<file path="src/rtl/ex_muldiv_seq_pkg.sv">
// Shared types for the RV32M multiply/divide sequencer in EX.
package muldiv_types;

  typedef enum logic [2:0] {
    F3_MUL    = 3'd0,
    F3_MULH   = 3'd1,
    F3_MULHSU = 3'd2,
    F3_MULHU  = 3'd3,
    F3_DIV    = 3'd4,
    F3_DIVU   = 3'd5,
    F3_REM    = 3'd6,
    F3_REMU   = 3'd7
  } muldiv_funct3_t;

  typedef enum logic [1:0] {
    MS_IDLE,
    MS_BUSY,
    MS_DONE
  } ms_state_t;

  localparam logic [31:0] MD_DIV0_Q = 32'hFFFF_FFFF;

endpackage

</file>
<file path="src/rtl/ex_muldiv_seq_step.sv">
// One combinational iteration: shift-add multiply or restoring divide.
module muldiv_step #(
  parameter int unsigned XLEN = 32
) (
  input  logic              i_mode,
  input  logic [2*XLEN-1:0] i_acc,
  input  logic [XLEN-1:0]   i_opnd,
  output logic [2*XLEN-1:0] o_acc,
  output logic              o_qbit
);

  logic [XLEN:0]   w_sum;
  logic [XLEN:0]   w_trial;
  logic [XLEN-1:0] w_diff;
  logic            w_ge;

  always_comb begin
    w_sum   = {1'b0, i_acc[2*XLEN-1:XLEN]} + {1'b0, i_opnd};
    // Remainder after the left shift can be XLEN+1 bits wide before the compare.
    w_trial = i_acc[2*XLEN-1:XLEN-1];
    w_ge    = (w_trial >= {1'b0, i_opnd});
    w_diff  = w_trial[XLEN-1:0] - i_opnd;
    o_acc   = '0;
    o_qbit  = 1'b0;
    if (i_mode) begin
      o_qbit = w_ge;
      o_acc  = {(w_ge ? w_diff : w_trial[XLEN-1:0]), i_acc[XLEN-2:0], w_ge};
    end else if (i_acc[0]) begin
      o_acc = {w_sum, i_acc[XLEN-1:1]};
    end else begin
      o_acc = {1'b0, i_acc[2*XLEN-1:1]};
    end
  end

endmodule

</file>
<file path="src/rtl/ex_muldiv_seq.sv">
// EX-stage RV32M sequencer: captures operands, iterates, stalls the pipe, presents result for one cycle.
module ex_muldiv_seq
  import muldiv_types::*;
#(
  parameter int unsigned XLEN  = 32,
  parameter int unsigned ITERS = 32
) (
  input  logic            clk,
  input  logic            rst,
  input  logic            req,
  input  logic [2:0]      funct3,
  input  logic [XLEN-1:0] rs1,
  input  logic [XLEN-1:0] rs2,
  input  logic            flush,
  output logic            stall,
  output logic            done,
  output logic [XLEN-1:0] result
);

  localparam int unsigned CW = $clog2(ITERS);

  ms_state_t       r_state, w_state_n;
  muldiv_funct3_t  r_f3, w_f3;
  logic [CW-1:0]   r_cnt;
  logic [XLEN-1:0] r_opb, r_res;
  logic [2*XLEN-1:0] r_acc, w_acc_step, w_prod;
  logic            r_neg_q, r_neg_r;

  logic            w_a_neg, w_b_neg, w_div0, w_ovf, w_special, w_last, w_qbit;
  logic [XLEN-1:0] w_mag_a, w_mag_b, w_spec_res, w_quot, w_rem, w_fin;

  muldiv_step #(.XLEN(XLEN)) u_step (
    .i_mode (r_f3[2]),
    .i_acc  (r_acc),
    .i_opnd (r_opb),
    .o_acc  (w_acc_step),
    .o_qbit (w_qbit)
  );

  always_comb begin
    w_f3    = muldiv_funct3_t'(funct3);
    w_a_neg = rs1[XLEN-1] & ((w_f3 == F3_MULH) | (w_f3 == F3_MULHSU) |
                             (w_f3 == F3_DIV)  | (w_f3 == F3_REM));
    w_b_neg = rs2[XLEN-1] & ((w_f3 == F3_MULH) | (w_f3 == F3_DIV) | (w_f3 == F3_REM));
    w_mag_a = w_a_neg ? -rs1 : rs1;
    w_mag_b = w_b_neg ? -rs2 : rs2;
    w_div0  = w_f3[2] & (rs2 == '0);
    w_ovf   = ((w_f3 == F3_DIV) | (w_f3 == F3_REM)) &
              (rs1 == {1'b1, {(XLEN-1){1'b0}}}) & (rs2 == '1);
    w_special  = w_div0 | w_ovf;
    w_spec_res = '0;
    if (w_div0)
      w_spec_res = w_f3[1] ? rs1 : XLEN'(MD_DIV0_Q);
    else if (w_ovf)
      w_spec_res = w_f3[1] ? '0 : rs1;
  end

  // Product and quotient share the same sign flag (operand signs differ).
  always_comb begin
    w_last = (r_cnt == CW'(ITERS-1));
    w_prod = r_neg_q ? -w_acc_step : w_acc_step;
    w_quot = {w_acc_step[XLEN-1:1], w_qbit};
    w_rem  = w_acc_step[2*XLEN-1:XLEN];
    unique case (r_f3)
      F3_MUL:                        w_fin = w_prod[XLEN-1:0];
      F3_MULH, F3_MULHSU, F3_MULHU:  w_fin = w_prod[2*XLEN-1:XLEN];
      F3_DIV, F3_DIVU:               w_fin = r_neg_q ? -w_quot : w_quot;
      default:                       w_fin = r_neg_r ? -w_rem : w_rem;
    endcase
  end

  always_comb begin
    w_state_n = r_state;
    unique case (r_state)
      MS_IDLE: if (req && !flush) w_state_n = w_special ? MS_DONE : MS_BUSY;
      MS_BUSY: if (w_last) w_state_n = MS_DONE;
      MS_DONE: w_state_n = MS_IDLE;
      default: w_state_n = MS_IDLE;
    endcase
    if (flush) w_state_n = MS_IDLE;
  end

  always_ff @(posedge clk or negedge rst) begin
    if (!rst) begin
      r_state <= MS_IDLE;
      r_f3    <= F3_MUL;
      r_cnt   <= '0;
      r_opb   <= '0;
      r_res   <= '0;
      r_acc   <= '0;
      r_neg_q <= 1'b0;
      r_neg_r <= 1'b0;
    end else begin
      r_state <= w_state_n;
      unique case (r_state)
        MS_IDLE: if (req && !flush) begin
          r_f3    <= w_f3;
          r_opb   <= w_mag_b;
          r_acc   <= {{XLEN{1'b0}}, w_mag_a};
          r_cnt   <= '0;
          r_neg_q <= w_a_neg ^ w_b_neg;
          r_neg_r <= w_a_neg;
          r_res   <= w_special ? w_spec_res : '0;
        end
        MS_BUSY: begin
          r_acc <= w_acc_step;
          r_cnt <= r_cnt + 1'b1;
          if (w_last) r_res <= w_fin;
        end
        default: ;
      endcase
    end
  end

  always_comb begin
    done   = (r_state == MS_DONE) & ~flush;
    result = done ? r_res : '0;
    stall  = req & ~flush & (r_state != MS_DONE);
  end

endmodule

</file>
<file path="config.mk">
export PLATFORM = sky130hd
export DESIGN_NAME = ex_muldiv_seq
export DESIGN_NICKNAME = d
export VERILOG_FILES = /design/src/rtl/ex_muldiv_seq_pkg.sv /design/src/rtl/ex_muldiv_seq_step.sv /design/src/rtl/ex_muldiv_seq.sv
export SDC_FILE = /design/constraint.sdc
export NUM_CORES = 1
export LEC_CHECK = 0
export BUFFER_PORTS_ARGS = -buffer_cell sky130_fd_sc_hd__buf_2
export CAP_MARGIN = 20
export CORE_MARGIN = 4
export CORE_UTILIZATION = 24
export DETAILED_ROUTE_END_ITERATION = 10
export SETUP_SLACK_MARGIN = 0.3
export SLEW_MARGIN = 20
export SYNTH_ARGS = -nofsm -noshare
export SYNTH_HDL_FRONTEND = slang
export SYNTH_SLANG_ARGS = --single-unit
</file>
<file path="constraint.sdc">
create_clock -name clk -period 14.1 [get_ports clk]
set_clock_uncertainty 0.15 [all_clocks]
set_input_delay 0.705 -clock clk [delete_from_list [all_inputs] [get_ports clk]]
set_output_delay 0.705 -clock clk [all_outputs]
set_load 0.005 [all_outputs]
</file>
==> flow_summary.json <==
{
  "overflow": 0,
  "clock-sinks": 140,
  "yosysMostFrequentCell": "nand2_1",
  "synth_top_flop_cell": "dfrtp_1",
  "min_period_over_period_pct": 41.9,
  "fmax_mhz": 169,
  "max-slew-margin-rel_pct": 22.9,
  "grt_usage_pct": 19.3,
  "synth_top_area_cell": "dfrtp_1",
  "totalPowerFinal_mw": 4.48,
  "ir_drop_mv": 0.115,
  "p_sw_mw": 2.54,
  "grt_max_degree": 98,
  "power_frac_seq_pct": 16.0,
  "crit_arrival_ns": 6.08,
  "maxCapViolCount": 0,
  "drt_wl_total_um": 73000,
  "critical_path_class": "reg -> reg",
  "die_y_um": 270,
  "start_util_pct": 24.3,
  "drc_errors": 0,
  "cts_root_buffer": "clkbuf_16",
  "intPower_mw": 1.94,
  "postCtsSetupBuffers": 0,
  "ctsResizeCount": 0,
  "setup_tns_ns": 0,
  "p_clk_share_pct": 12.5,
  "cts.clk_slew.worst_paths_ns": 0.07,
  "r2r_end": "r_res[29]$_DFFE_PN0P_",
  "async_flop_share_pct": 100,
  "area_delta_synth_final_pct": 12.1,
  "gp_routability_congestion": 0.989,
  "htreeDepth": 4,
  "leakage_nw": 7.37,
  "reg2reg_depth": 14,
  "place.port_buffers": 104,
  "ant_nets": 0,
  "synthCells": 2229,
  "drive_gt1_share_pct": 10.9,
  "min_path_type": "in -> async",
  "slew_violations": 0,
  "synth_area_leaders": "dfrtp_1, nand2_1, o21ai_0, xnor2_1, ha_1",
  "first_iter_violations": 2184,
  "dr.pass1.iters": 6,
  "dp_hpwl_um": 56400,
  "synth.avg_cell_area_sq_um": 7.37,
  "ys_seq_area_share_pct": 21.3,
  "critPathLaunchType": "register",
  "p_per_area_nw_per_um2": 243,
  "viasPerCell": 5.80,
  "synth_seq_cells": 140,
  "swShare_pct": 56.7,
  "combinationalPowerShare_pct": 71.5,
  "std_cell_rows": 95,
  "worst_slew_pin_slew_ns": 1.16,
  "core_area_sq_um": 67500,
  "min_period_ns": 5.91,
  "synth-edff-count": 0,
  "via_count": 18181,
  "clk_path_buf_depth": 2,
  "pin_count": 105,
  "synth.top_cell.area_share_pct": 21.3,
  "hold_viol": 0,
  "insertion_delay_ns": 0.46,
  "grt_pass1_wl_um": 110000,
  "rsz0062_at_grt": "false",
  "grt_pass1_vias": 16974,
  "antennaDiodeCount": 0,
  "ys_top_cells_by_count": "nand2_1, o21ai_0, a21oi_1",
  "yosysWarnings": 0,
  "required_ns": 14.28,
  "wl_per_cell_um": 23.3,
  "r2r_slack_ns": 8.19,
  "cp_max_fo": 13,
  "cts_hold_buf": 0,
  "nets": 2396,
  "cts_tree": "done",
  "antenna_found_initial": 3,
  "setup_violations": 0,
  "syn_nets": 2374,
  "fp.dieArea_sq_um": 72700,
  "r2r_start": "r_acc[57]$_DFFE_PN0P_",
  "synth_area_sq_um": 16400,
  "end_kind": "register",
  "synth_cell_types": 109,
  "cts_buffers": 17,
  "status": "finished, final reports clean",
  "die_x_um": 270
}
## routing by layer
layer	track usage (%)	vias up	share of wire [%]
li1	-	8288	-
met1	25.8	8749	42
met2	30.0	962	44
met3	3.81	180	8.5
met4	8.96	2	4.9
met5	0	-	0.015
## metrics by stage
stage | util, % | setup WS (ns) | std cells | hold WS, ns | area, sq um
floorplan | - | 9.36 | 2229 | 0.259 | 16400
global route | 27.3 | 7.95 | 3137 | 0.204 | 18400
CTS | 27.3 | 8.33 | 3137 | 0.188 | 18400
detailed placement | 26.3 | 8.35 | 3105 | 0.322 | 17700
global placement | 26.3 | 8.33 | 3104 | 0.307 | 17700
finish | 27.3 | 8.19 | 3137 | 0.132 | 18400
## registers in the layout, indices dropped and copies added, names as in the netlist
name / count
r_f3: 3
r_opb: 32
r_state: 2
r_acc: 64
r_cnt: 5
r_res: 32
r_neg_r: 1
r_neg_q: 1
## power groups by stage
stage / Sequential, mW / Combinational (mW) / Clock, mW
after floorplan: 0.621 / 2.23 / 0
after global placement: 0.710 / 3.10 / 0
after detailed placement: 0.715 / 3.09 / 0
after CTS: 0.707 / 3.10 / 0.563
after global routing: 0.731 / 3.42 / 0.578
final: 0.717 / 3.20 / 0.560
## layout by cell type (no fill, tap or decap), types with 47 or more instances in the layout
| master | count |
|---|---|
| a21oi_1 | 170 |
| and2_1 | 47 |
| buf_2 | 104 |
| dfrtp_1 | 138 |
| ha_1 | 72 |
| inv_1 | 70 |
| nand2_1 | 284 |
| nand3_1 | 75 |
| nor2_1 | 153 |
| nor3_1 | 76 |
| o21ai_0 | 212 |
| xnor2_1 | 103 |
| xor2_1 | 75 |
## how the worst max path moves through the flow
stage | start | to | slack, ns | cells after the start
after floorplan | r_acc[57]$_DFFE_PN0P_ | r_res[28]$_DFFE_PN0P_ | 9.36 | 18
after global placement | r_acc[47]$_DFFE_PN0P_ | r_res[28]$_DFFE_PN0P_ | 8.33 | 18
after detailed placement | r_opb[16]$_DFFE_PN0P_ | r_res[28]$_DFFE_PN0P_ | 8.35 | 19
after CTS | r_acc[47]$_DFFE_PN0P_ | r_res[28]$_DFFE_PN0P_ | 8.33 | 18
after global routing | r_acc[47]$_DFFE_PN0P_ | r_res[28]$_DFFE_PN0P_ | 7.95 | 18
final | r_acc[57]$_DFFE_PN0P_ | r_res[29]$_DFFE_PN0P_ | 8.19 | 14
## final cells by class
class	count	area, sq um
clock inverter	14	254
timing repair buffer	136	764
clock buffer	18	439
multi-input combinational	1884	12100
fill	7508	49100
inverter	72	270
sequential	140	3510
tap	873	1090
## cells by family after synthesis
logic type / Yosys count / synth area share [%]
fa+ha+maj: 74 / 5.72
mux: 51 / 3.19
xor+xnor: 178 / 9.48
simple gates: 856 / 25.7
compound gates: 725 / 29.2
buf+inv: 205 / 5.37
flops: 140 / 21.3
## critical path, stage by stage (launching register included)
cell,delay (ns)
dfrtp_1,0.45
ha_1,0.39
a21oi_1,0.19
o21ai_1,0.14
a2111oi_4,0.53
o211ai_4,0.31
nor3_2,0.96
mux2i_2,0.53
nand4_1,0.25
nor3b_1,0.49
nand4_1,0.28
o41ai_1,0.43
xor2_1,0.12
o21ai_0,0.40
a21oi_1,0.14
No activity file was read; power rests on OpenSTA's default activity.
